<file path="config.mk">
export PLATFORM = sky130hd
export DESIGN_NAME = au_absval_serial
export DESIGN_NICKNAME = d
export VERILOG_FILES = /design/src/rtl/au_absval_serial_pkg.sv /design/src/rtl/au_absval_serial_prefix_and.sv /design/src/rtl/au_absval_serial.sv
export SDC_FILE = /design/constraint.sdc
export NUM_CORES = 1
export LEC_CHECK = 0
export BUFFER_PORTS_ARGS = -buffer_cell sky130_fd_sc_hd__buf_2
export CAP_MARGIN = 20
export CORE_MARGIN = 5
export CORE_UTILIZATION = 46
export CTS_CLUSTER_DIAMETER = 100
export DETAILED_ROUTE_END_ITERATION = 10
export GPL_TIMING_DRIVEN = 0
export PLACE_DENSITY = 0.75
export SLEW_MARGIN = 5
export SYNTH_ARGS = -nofsm -noshare
export SYNTH_HDL_FRONTEND = slang
export SYNTH_HIERARCHICAL = 1
export SYNTH_SLANG_ARGS = --single-unit
</file>
<file path="constraint.sdc">
create_clock -name clk -period 1.4 [get_ports clk]
set_input_delay 0.28 -clock clk [delete_from_list [all_inputs] [get_ports clk]]
set_output_delay 0.28 -clock clk [all_outputs]
set_load 0.01 [all_outputs]
</file>
<file path="src/rtl/au_absval_serial_pkg.sv">
// Shared definitions for the AU_ arithmetic blocks: prefix-network
// architecture selectors and small elaboration-time helpers.
package au_absval_serial_pkg;

  // Prefix-network architecture encodings understood by AU_prefix_and.
  localparam int AU_ARCH_SKLANSKY    = 0;
  localparam int AU_ARCH_KOGGE_STONE = 1;
  localparam int AU_ARCH_RIPPLE      = 2;

  // Bits needed to index n items; never less than one so that a
  // single-item counter still has a legal declaration.
  function automatic int au_clog2_min1(input int n);
    return (n > 1) ? $clog2(n) : 1;
  endfunction

endpackage

</file>
<file path="src/rtl/au_absval_serial_prefix_and.sv">
// AU_prefix_and: p_o[i] = &x_i[i:0]. Used as a chained incrementer:
// feeding {t, carry_in} gives the per-bit increment toggles in the low
// bits and the carry out in the top bit.
module AU_prefix_and
  import au_absval_serial_pkg::*;
#(
  parameter int WIDTH = 5,
  parameter int ARCH  = AU_ARCH_SKLANSKY
) (
  input  logic [WIDTH-1:0] x_i,
  output logic [WIDTH-1:0] p_o
);

  localparam int LVLS = au_clog2_min1(WIDTH);

  if (ARCH == AU_ARCH_RIPPLE) begin : g_ripple

    // Linear AND chain: smallest network, longest path.
    always_comb begin : ripple_comb
      logic acc;
      acc = 1'b1;
      p_o = '0;
      for (int i = 0; i < WIDTH; i++) begin
        acc    = acc & x_i[i];
        p_o[i] = acc;
      end
    end

  end else begin : g_tree

    // Level 0 is the raw input; each further level doubles the span that
    // every bit already covers. Level LVLS holds full prefixes.
    for (genvar gk = 0; gk <= LVLS; gk++) begin : g_lvl
      logic [WIDTH-1:0] v;

      if (gk == 0) begin : g_base
        assign v = x_i;
      end else begin : g_comb
        localparam int SPAN = 1 << (gk - 1);

        for (genvar gi = 0; gi < WIDTH; gi++) begin : g_bit
          // Kogge-Stone pulls from SPAN bits below; Sklansky pulls from the
          // top of the lower half of the enclosing 2*SPAN block.
          localparam bit USE_KS = (ARCH == AU_ARCH_KOGGE_STONE);
          localparam bit ACTIVE = USE_KS ? (gi >= SPAN) : ((gi & SPAN) != 0);
          localparam int SRC_RAW = USE_KS ? (gi - SPAN)
                                          : (((gi >> gk) << gk) + SPAN - 1);
          localparam int SRC = ACTIVE ? SRC_RAW : 0;

          if (ACTIVE) begin : g_and
            assign v[gi] = g_lvl[gk-1].v[gi] & g_lvl[gk-1].v[SRC];
          end else begin : g_pass
            assign v[gi] = g_lvl[gk-1].v[gi];
          end
        end
      end
    end

    assign p_o = g_lvl[LVLS].v;

  end

endmodule

</file>
<file path="src/rtl/au_absval_serial.sv">
// au_absval_serial: multi-cycle |a| for wide 2's-complement operands.
// The operand is held in a shift register and one CHUNK-bit slice is
// conditionally complemented and incremented per cycle, LSB slice first,
// with the increment carry held in a flop between slices. A most-negative
// operand comes back unchanged with ovf set.
module au_absval_serial
  import au_absval_serial_pkg::*;
#(
  parameter int WIDTH = 16,
  parameter int CHUNK = 4,
  parameter int ARCH  = AU_ARCH_SKLANSKY
) (
  input  logic             clk,
  input  logic             rst,
  input  logic             in_valid,
  output logic             in_ready,
  input  logic [WIDTH-1:0] a,
  output logic             out_valid,
  input  logic             out_ready,
  output logic [WIDTH-1:0] z,
  output logic             ovf
);

  localparam int NCH  = WIDTH / CHUNK;
  localparam int IDXW = au_clog2_min1(NCH);
  localparam logic [IDXW-1:0] LAST_IDX = IDXW'(NCH - 1);

  typedef enum logic [1:0] {
    ST_IDLE = 2'd0,
    ST_RUN  = 2'd1,
    ST_DONE = 2'd2
  } state_e;

  state_e           st_q, st_d;
  logic [IDXW-1:0]  idx_q, idx_d;
  logic             neg_q, neg_d;
  logic             carry_q, carry_d;
  logic             ovf_q, ovf_d;
  logic [WIDTH-1:0] sreg_q, sreg_d;

  // Slice datapath: t = slice with sign mask applied, r = t + carry.
  logic [CHUNK-1:0] slice_s;
  logic [CHUNK-1:0] slice_t;
  logic [CHUNK-1:0] slice_r;
  logic [CHUNK:0]   pfx_in;
  logic [CHUNK:0]   pfx_out;
  logic [WIDTH-1:0] sreg_shift;

  assign slice_s = sreg_q[CHUNK-1:0];
  assign slice_t = slice_s ^ {CHUNK{neg_q}};
  assign pfx_in  = {slice_t, carry_q};
  assign slice_r = slice_t ^ pfx_out[CHUNK-1:0];

  AU_prefix_and #(
    .WIDTH (CHUNK + 1),
    .ARCH  (ARCH)
  ) u_prefix (
    .x_i (pfx_in),
    .p_o (pfx_out)
  );

  // Processed slice enters at the top; after NCH shifts the word is back
  // in its original bit order.
  if (CHUNK == WIDTH) begin : g_single
    assign sreg_shift = slice_r;
  end else begin : g_multi
    assign sreg_shift = {slice_r, sreg_q[WIDTH-1:CHUNK]};
  end

  assign in_ready  = (st_q == ST_IDLE) & ~rst;
  assign out_valid = (st_q == ST_DONE);
  assign z         = sreg_q;
  assign ovf       = ovf_q;

  // State register; reset wins over any handshake in the same cycle.
  always_ff @(posedge clk) begin
    if (rst) begin
      st_q    <= ST_IDLE;
      idx_q   <= '0;
      neg_q   <= 1'b0;
      carry_q <= 1'b0;
      sreg_q  <= '0;
      ovf_q   <= 1'b0;
    end else begin
      st_q    <= st_d;
      idx_q   <= idx_d;
      neg_q   <= neg_d;
      carry_q <= carry_d;
      sreg_q  <= sreg_d;
      ovf_q   <= ovf_d;
    end
  end

  // Next-state: load in IDLE, one slice per cycle in RUN, hold in DONE.
  always_comb begin
    st_d    = st_q;
    idx_d   = idx_q;
    neg_d   = neg_q;
    carry_d = carry_q;
    sreg_d  = sreg_q;
    ovf_d   = ovf_q;

    unique case (st_q)
      ST_IDLE: begin
        if (in_valid && in_ready) begin
          sreg_d  = a;
          neg_d   = a[WIDTH-1];
          carry_d = a[WIDTH-1];
          idx_d   = '0;
          st_d    = ST_RUN;
        end
      end

      ST_RUN: begin
        carry_d = pfx_out[CHUNK];
        sreg_d  = sreg_shift;
        idx_d   = idx_q + IDXW'(1);
        if (idx_q == LAST_IDX) begin
          st_d  = ST_DONE;
          // Result MSB still set after negation only for the most-negative
          // input, whose magnitude does not fit.
          ovf_d = neg_q & slice_r[CHUNK-1];
        end
      end

      ST_DONE: begin
        if (out_ready) begin
          st_d = ST_IDLE;
        end
      end

      default: begin
        st_d = ST_IDLE;
      end
    endcase
  end

  // A non-negative operand never increments, so no carry can leave the top.
  carry_out_quiet: assert property (
    @(posedge clk) disable iff (rst)
    ((st_q == ST_RUN) && (idx_q == LAST_IDX) && !neg_q) |-> !pfx_out[CHUNK]
  );

endmodule

</file>
==> results of run 1 <==
## where the power goes
group | total [mW] | switching (mW) | internal [mW]
sequential | 0.787 | 0.0699 | 0.717
clock | 0.321 | 0.214 | 0.107
combinational | 0.590 | 0.280 | 0.310
## logic make-up (layout without fill, tap and decap cells)
group,count (synthesis),count (layout),share of synthesized area (%)
AOI/OAI and AO/OA,28,28,18.69
buffers and inverters,17,73,9.806
DFF,23,23,34.04
adders and majority gates,1,1,0.9249
xor gates and xnor gates,9,9,9.714
and+or+nand+nor,66,66,26.83
## layout by cell type (no fill, tap or decap), drive strengths merged, types with 4 or more instances in the layout
master  Yosys  final
a311oi     13     13
nand2      30     30
nor3       14     14
dfxtp      23     23
buf        13     64
xor2        4      4
clkbuf      2      6
nand3       4      4
a21oi      10     10
## how the worst min path moves through the flow
stage | start | to | slack [ps]
2_1_floorplan | a[15] | neg_q | 430
3_3_place_gp | ovf | ovf | 440
3_5_place_dp | ovf | ovf | 450
4_1_cts | rst | z[10] | 170
5_1_grt | rst | z[10] | 150
6_report | rst | z[13] | 170
## registers in the layout, indices dropped and copies added (netlist names)
register / flops
carry_q: 1
idx_q: 2
neg_q: 1
ovf: 1
st_q: 2
z: 16
## cell type report
cell class | count | area [um2] | area share, %
timing repair buffer | 53 | 340.3 | 17.86
tap | 31 | 38.79 | 2.035
inverter | 2 | 7.507 | 0.3940
multi-input combinational | 104 | 869.6 | 45.63
clock inverter | 1 | 5.005 | 0.2626
buffer | 14 | 151.4 | 7.945
sequential | 23 | 470.5 | 24.69
clock buffer | 3 | 22.52 | 1.182
## repair_timing
item	4_1_cts	5_1_grt
pin swaps	6	13
resized for setup	18	21
setup endpoints to repair	20	21
gates cloned	0	2
setup buffers	8	6
## critical path: stages, from the launching register on
cell,delay [ps]
dfxtp_2,360
buf_8,130
xor2_4,170
and4_4,250
xor3_1,220
a22oi_1,140
a21oi_1,80
## routing by layer
| metal | vias to the layer above | track usage (%) | share of wire (%) |
|---|---|---|---|
| met2 | 48 | 30.40 | 52 |
| met3 | 7 | 3.853 | 4.9 |
| li1 | 627 | - | - |
| met4 | 0 | 4.071 | 1.1 |
| met5 | - | 0 | 0 |
| met1 | 631 | 20.04 | 42 |
## through the flow
step                      util, %  instances  setup slack, ps
final                       68.51        231           -60.07
after CTS                   62.17        223           -76.70
after floorplan                 -        144           -4.303
after global placement      56.91        212           -102.6
after global routing        68.51        231           -128.3
after detailed placement    56.91        212           -175.4
==> qor.txt, run 1 <==
====================================================================================
Run status                                                              finished, violations left
Violated checks                                                         negative setup slack
Remaining antenna violation count                                                  0
Cell Rows                                                                         19
Final-report setup violation count                                                 9
Maximum operating frequency                                               0.6849 GHz
Post-synth EDFFs                                                                   0
Detailed-route wire length                                                   3803 um
Crit. Startpoint                                                               neg_q
Largest net degree at the start of global routing                                 14
DPL Wire Length                                                              2662 um
Vias per cell                                                                  5.684
Unrepaired setup endpoints after global routing                                 true
Reg2Reg Capture Point                                                          z[15]
TritonCTS clock tree                                                           built
Hold-fix buffers, CTS                                                              0
Worst reg2reg startpoint                                                       neg_q
Area of placed instances                                                0.001583 mm2
Cells on worst reg2reg path                                                        6
Classification of the worst setup path                                       reg2reg
Power after layout                                                          1.698 mW
Ys async rst share                                                                0%
Final instance area                                                     0.001906 mm2
Top-count cell post-synth                                                    nand2_1
CP Capture Type                                                            flip-flop
Setup slack of the worst register-to-register path                            -60 ps
Root buffer selected by CTS                                                 clkbuf_4
Main flop type after synthesis                                               dfxtp_1
Final TNS setup                                                            -278.0 ps
Weighted congestion at the end of routability-driven global placement         0.7735
Clock buffer count from CTS                                                        3
CTS clock-pin slew for the worst setup and hold paths                         140 ps
Count of distinct cell types in the synthesized netlist                           36
First-pass iteration count of the detailed router                                  4
Final hold vios                                                                    0
Maximum root-to-sink buffer count                                                  2
Wire length of the first global-routing pass                                 5720 um
GRT Util Overall                                                              16.85%
Clk Latency, worst-skew pair                                                  320 ps
Count of fill cells added during filler insertion                                217
Wire length per cell                                                        16.46 um
Flops & latches, synth                                                            23
Cells after synthesis                                                            144
Area of the die                                                         0.004125 mm2
Total nets after synthesis                                                       165
Syn Std Cell Area                                                       0.001353 mm2
Slew at the pin closest to its max-slew limit                               674.0 ps
Mean area per synthesized cell                                             9.393 um2
Core area                                                               0.002781 mm2
Number of antenna violations at the first check in global routing                  0
Min-Delay Path Class                                                          in2reg
Number of levels in the clock H-tree                                               1
Area growth from synthesis to final layout                                    40.89%
Iteration-0 DRC count of the detailed router                                      64
Worst hold margin                                                           169.6 ps
CTS sink cnt                                                                      23
Fraction of layout instances using a drive strength above 1                   51.00%
Post-layout min period                                                       1460 ps
Area fraction of the dominant cell type after synthesis                       34.04%
Crit path setup slack, layout                                              -60.07 ps
Share of the yosys chip area belonging to registers                           34.04%
Final layout net count                                                           222
Maximum fanout along the worst path                                                5
Via count of the first global-routing pass                                     1,261
Setup skew after layout                                                     7.564 ps
Number of remaining DRC errors                                                     0
Worst Setup Start Kind                                                     flip-flop
Pwr dens                                                                890.9 mW/mm2
Crit path required time                                                      1600 ps
Via count                                                                      1,313
Slew margin rel.                                                              55.07%
Standby leakage power                                                      0.8157 nW
Diodes inserted                                                                    0
Leading area contributor after synthesis                                     dfxtp_1
Top Ports                                                                         39
Grt total ovfl                                                                     0
Starting utilization of the core area                                         48.63%
Die width                                                                   64.23 um
Input/output buffers                                                              37
Max Cap Viol                                                                       0
Cells taking the most area after synthesis                              dfxtp_1, a311oi_2, nand2_1
CP Data Arrival Time                                                         1660 ps
Die outline height                                                          64.23 um
Peak supply drop                                                           0.7942 mV
Share of the clock period used by the worst path                              104.3%
Critical path destination                                                      z[15]
Number of max-slew violations in the final report                                  0
Leading post-synthesis cells by instance count                          nand2_1, dfxtp_1, nor3_1
Cell depth of the worst min-delay path                                             2
Number of warnings printed during yosys synthesis                                  6
====================================================================================
Power figures use the tool's default switching activity.
==> run 2: changes to the inputs <==
==> constraint.sdc (replaced) <==
create_clock -name clk -period 1.4 [get_ports clk]
set_input_delay 0.21 -clock clk [delete_from_list [all_inputs] [get_ports clk]]
set_output_delay 0.21 -clock clk [all_outputs]
set_load 0.01 [all_outputs]
==> qor.txt, run 2 (synthesis results as in run 1) <==
====================================================================================
Die outline height                                                          64.23 um   unchanged
Maximum operating frequency                                               0.6697 GHz   -2.2%
Share of the clock period used by the worst path                              106.7%   +2.4 points
Slew at the pin closest to its max-slew limit                               685.7 ps   +11.71 ps
Sequential fraction of design power                                            47.1%   +0.7 points
Number of levels in the clock H-tree                                               1   unchanged
Maximum fanout along the worst path                                                5   unchanged
Pint                                                                        1.103 mW   -2.7%
Hold-fix buffers, CTS                                                              0   unchanged
Unrepaired setup endpoints after global routing                                 true
Core area                                                               0.002781 mm2   unchanged
Number of max-slew violations in the final report                                  0   unchanged
Run status                                                              finished, violations left
Die width                                                                   64.23 um   unchanged
Remaining antenna violation count                                                  0   unchanged
Detailed-route wire length                                                   4081 um   +7.3%
Slew margin rel.                                                              54.29%   -0.78 points
Min-Delay Path Class                                                          in2reg
Area growth from synthesis to final layout                                    35.62%
CP Data Arrival Time                                                         1690 ps   +30 ps
CTS clock-pin slew for the worst setup and hold paths                         140 ps   about the same
Switching Power                                                            0.5704 mW   +1.2%
Input/output buffers                                                              37   unchanged
Number of antenna violations at the first check in global routing                  0   unchanged
Wire length of the first global-routing pass                                 5934 um   +3.7%
Final hold vios                                                                    0   unchanged
Crit path required time                                                      1600 ps   about the same
Grt total ovfl                                                                     0   unchanged
Fraction of layout instances using a drive strength above 1                   51.53%   +0.53 points
Final-report setup violation count                                                10   +1
Final TNS setup                                                            -400.6 ps   -122.5 ps
Standby leakage power                                                      0.7822 nW   -4.1%
Via count of the first global-routing pass                                     1,313   +4.1%
Clk pwr share                                                                  19.3%   +0.4 points
Largest net degree at the start of global routing                                 14   unchanged
Leading cell type in the layout, fill and taps excluded                        buf_2
Top library cells by usage in the layout, fill and taps aside           buf_2, nand2_1, dfxtp_1
CTS sink cnt                                                                      23   unchanged
Crit path setup slack, layout                                              -93.12 ps   -33.05 ps
Final layout net count                                                           218   -1.8%
Crit-path max cell delay                                                      360 ps   about the same
Maximum root-to-sink buffer count                                                  2   unchanged
Worst hold margin                                                           100.8 ps   -68.71 ps
Setup skew after layout                                                     6.822 ps   -0.7418 ps
Flip-flop count of the largest register after layout                              16   unchanged
Iteration-0 DRC count of the detailed router                                      95   +48%
Top Ports                                                                         39   unchanged
Via count                                                                      1,330   +1.3%
CP Buf/Inv Count                                                                   1   unchanged
Diodes inserted                                                                    0   unchanged
Cell Rows                                                                         19   unchanged
Switching power share of the total                                            34.08%   +0.89 points
Fraction of power consumed by combinational cells                              33.6%   -1.2 points
Violated checks                                                         negative setup slack
Worst Setup Start Kind                                                     flip-flop
Peak supply drop                                                           0.7911 mV   -0.39%
Number of remaining DRC errors                                                     0   unchanged
DPL Wire Length                                                              2626 um   -1.4%
Classification of the worst setup path                                       reg2reg
Largest delay share family, worst path                                  XOR/XNOR gates
Slowest cell on the critical path                                            dfxtp_2
Clock buffer count from CTS                                                        3   unchanged
Clk Latency, worst-skew pair                                                  320 ps   about the same
TritonCTS clock tree                                                           built
CP cell instances                                                       buf_8, xor2_4, and4_4, xor3_1, a22oi_2, a21oi_1
Area of the die                                                         0.004125 mm2   unchanged
Post-layout min period                                                       1493 ps   +33.05 ps
Max Cap Viol                                                                       0   unchanged
Starting utilization of the core area                                         48.63%   unchanged
Root buffer selected by CTS                                                 clkbuf_4
GRT Util Overall                                                              17.53%   +0.68 points
Weighted congestion at the end of routability-driven global placement         0.7824   +1.2%
Pwr dens                                                                912.5 mW/mm2   +2.4%
Wire length per cell                                                        17.98 um   +9.2%
CP Capture Type                                                            flip-flop
Vias per cell                                                                  5.859   +3.1%
First-pass iteration count of the detailed router                                  6   +2
====================================================================================
-- run 2: cell count changes in the layout (fill, tap and decap cells not counted), sizes merged --
cell and delta:
buf -4
-- run 2: routing by layer --
layer,wire (um),vias to the layer above,GRT usage [%]
met1,1629,638,20.36
met2,2136,61,31.78
met4,59,0,4.835
met5,0,-,0
li1,-,621,-
met3,255,10,4.203
-- run 2: area by class of cell --
cell class / count / area (um2)
fill: 230 / 947.2
inverter: 2 / 7.507
tap: 31 / 38.79
multi-input combinational: 104 / 875.8
clock inverter: 1 / 5.005
timing repair buffer: 49 / 270.3
clock buffer: 3 / 22.52
buffer: 14 / 147.6
sequential: 23 / 466.7
-- run 2: final timing paths --
path | slack [ps] | cells after the start | start | to
worst max-delay path | -90 | 6 | neg_q | z[15]
worst min register to register | 470 | 2 | ovf | ovf
worst max register to register | -90 | 6 | neg_q | z[15]
worst min-delay path | 100 | 2 | rst | z[10]
-- run 2: worst register-to-register path, stage by stage, from the launching register on --
cell	delay [ps]
dfxtp_2	360
buf_8	130
xor2_4	190
and4_4	260
xor3_1	240
a22oi_2	130
a21oi_1	80
-- run 2: timing repair --
action                                  4_1_cts  5_1_grt
pin swaps                                    10       18
buffers inserted                              6        4
gates resized for setup                      15       20
gates cloned                                  0        2
endpoints found under the setup margin       19       18
-- run 2: stage by stage --
step / std cells / area (um2) / power (mW) / worst slack (ps) / util, %
5_1_grt: 227 / 1834 / 1.748 / -168.9 / 65.95
3_5_place_dp: 212 / 1583 / 1.255 / -170.2 / 56.91
2_1_floorplan: 144 / 1359 / 1.108 / 1.894 / -
3_3_place_gp: 212 / 1583 / 1.238 / -101.8 / 56.91
4_1_cts: 221 / 1705 / 1.597 / -95.57 / 61.31
6_report: 227 / 1834 / 1.674 / -93.12 / 65.95
-- run 2: power by group through the flow --
stage | registers [mW] | logic [mW] | clock network, mW
3_3_place_gp | 0.784 | 0.454 | 0
3_5_place_dp | 0.788 | 0.467 | 0
2_1_floorplan | 0.801 | 0.307 | 0
4_1_cts | 0.778 | 0.502 | 0.316
6_report | 0.789 | 0.563 | 0.323
5_1_grt | 0.798 | 0.601 | 0.349
==> run 3: changes to the inputs <==
Settings changed: SKIP_CTS_REPAIR_TIMING set to 1.
==> qor.txt, run 3 (synthesis results as in run 1) <==
====================================================================================
Run status                                                              finished, violations left
Violated checks                                                         negative setup slack
Slew margin rel.                                                              52.36%   -1.9 points
GRT Util Overall                                                              16.53%   -1.0 points
First-pass iteration count of the detailed router                                  4   -2
Input/output buffers                                                              37   unchanged
Number of max-slew violations in the final report                                  0   unchanged
Via count of the first global-routing pass                                     1,291   -1.7%
Top Ports                                                                         39   unchanged
Core area                                                               0.002781 mm2   unchanged
Setup skew after layout                                                     2.772 ps   -4.050 ps
Maximum operating frequency                                               0.6667 GHz   -0.46%
Peak supply drop                                                           0.7720 mV   -2.4%
Maximum fanout along the worst path                                                7   +2
Diodes inserted                                                                    0   unchanged
Starting utilization of the core area                                         48.63%   unchanged
Share of the clock period used by the worst path                              107.1%   +0.49 points
Critical path destination                                                      z[15]
Top library cells by usage in the layout, fill and taps aside           buf_2, nand2_1, dfxtp_1
Pwr dens                                                                913.2 mW/mm2   about the same
Vias per cell                                                                  5.721   -2.4%
Switching power share of the total                                            33.39%   -0.69 points
Standby leakage power                                                      0.7744 nW   -1.0%
Cell Rows                                                                         19   unchanged
Switching Power                                                            0.5574 mW   -2.3%
Cells on worst reg2reg path                                                        6   unchanged
Clk Latency, worst-skew pair                                                  320 ps   about the same
Fraction of layout instances using a drive strength above 1                   47.69%   -3.8 points
Worst reg2reg startpoint                                                       neg_q
Final hold vios                                                                    0   unchanged
Clock buffer count from CTS                                                        3   unchanged
Area growth from synthesis to final layout                                    35.15%
CP Data Arrival Time                                                         1700 ps   about the same
Remaining antenna violation count                                                  0   unchanged
Wire length per cell                                                        17.19 um   -4.4%
Worst slack at placement                                                   -170.2 ps   unchanged
CTS clock-pin slew for the worst setup and hold paths                         140 ps   about the same
Detailed-route wire length                                                   3884 um   -4.8%
Root buffer selected by CTS                                                 clkbuf_4
TritonCTS clock tree                                                           built
Unrepaired setup endpoints after global routing                                 true
Iteration-0 DRC count of the detailed router                                      81   -15%
DPL Wire Length                                                              2626 um   unchanged
Sequential fraction of design power                                            46.9%   -0.2 points
Fraction of power consumed by combinational cells                              33.7%   about the same
CTS sink cnt                                                                      23   unchanged
Post-layout min period                                                       1500 ps   +6.860 ps
Flip-flop count of the largest register after layout                              16   unchanged
Crit path setup slack, layout                                              -99.98 ps   -6.860 ps
Area of placed instances                                                0.001583 mm2   unchanged
Worst Setup Start Kind                                                     flip-flop
Wire length of the first global-routing pass                                 5644 um   -4.9%
Die outline height                                                          64.23 um   unchanged
Area of the die                                                         0.004125 mm2   unchanged
Setup slack of the worst register-to-register path                           -100 ps   about the same
Via count                                                                      1,293   -2.8%
Reg2Reg Capture Point                                                          z[15]
Grt total ovfl                                                                     0   unchanged
Final-report setup violation count                                                15   +5
Max Cap Viol                                                                       0   unchanged
Min-Delay Path Class                                                          in2reg
Final instance area                                                     0.001828 mm2   -0.34%
Final layout net count                                                           217   -0.46%
Number of levels in the clock H-tree                                               1   unchanged
Pint                                                                        1.112 mW   +0.78%
Classification of the worst setup path                                       reg2reg
CP Capture Type                                                            flip-flop
Leading cell type in the layout, fill and taps excluded                        buf_2
Cell depth of the worst min-delay path                                             2   unchanged
Die width                                                                   64.23 um   unchanged
Clk pwr share                                                                  19.4%   about the same
Crit. Startpoint                                                               neg_q
Number of antenna violations at the first check in global routing                  0   unchanged
Number of remaining DRC errors                                                     0   unchanged
Maximum root-to-sink buffer count                                                  2   unchanged
Crit path required time                                                      1600 ps   about the same
Slew at the pin closest to its max-slew limit                               714.6 ps   +28.95 ps
Largest net degree at the start of global routing                                 14   unchanged
Power after layout                                                          1.669 mW   -0.26%
Weighted congestion at the end of routability-driven global placement         0.7824   unchanged
====================================================================================
## run 3: cell types whose count changed in the layout (fill, tap and decap cells not counted), sizes merged
cell  change
buf       -1
## run 3: metal layers
metal | GRT usage, % | part of all wire, % | vias up
met3 | 4.553 | 7.3 | 4
li1 | - | - | 615
met4 | 4.326 | 1.2 | 0
met1 | 18.91 | 39 | 623
met2 | 30.03 | 53 | 51
met5 | 0 | 0 | -
## run 3: worst min-delay path by stage
| stage | from | end | slack, ps |
|---|---|---|---|
| 3_5_place_dp | rst | z[10] | 440 |
| 5_1_grt | rst | z[10] | 90 |
| 4_1_cts | rst | z[10] | 100 |
| 6_report | rst | z[10] | 90 |
| 3_3_place_gp | rst | carry_q | 430 |
| 2_1_floorplan | a[15] | neg_q | 360 |
## run 3: cell type report
type                       instances  area, um2
multi-input combinational        104      845.8
fill                             219      953.4
tap                               31      38.79
clock inverter                     1      5.005
timing repair buffer              48      286.5
buffer                            14      156.4
clock buffer                       3      22.52
inverter                           2      7.507
sequential                        23      465.4
## run 3: stage by stage
step,cells,util (%),hold slack (ps),setup TNS (ps)
floorplan,144,-,361.0,0
finish,226,65.72,89.99,-664.0
CTS,216,57.89,100.5,-2185
detailed placement,212,56.91,439.6,-1662
global placement,212,56.91,430.9,-974.2
global route,226,65.72,91.57,-1301
## run 3: critical path: stages (launching register included)
cell and delay (ps):
dfxtp_2 350, buf_12 140, xor2_4 180, and4_4 250, xor3_1 250, a22oi_2 130, a21oi_1 80
## run 3: power groups by stage
stage | combinational (mW) | sequential [mW] | clock (mW)
after global routing | 0.603 | 0.792 | 0.349
after floorplan | 0.307 | 0.801 | 0
after CTS | 0.469 | 0.773 | 0.316
after global placement | 0.454 | 0.784 | 0
final | 0.563 | 0.783 | 0.324
after detailed placement | 0.467 | 0.788 | 0
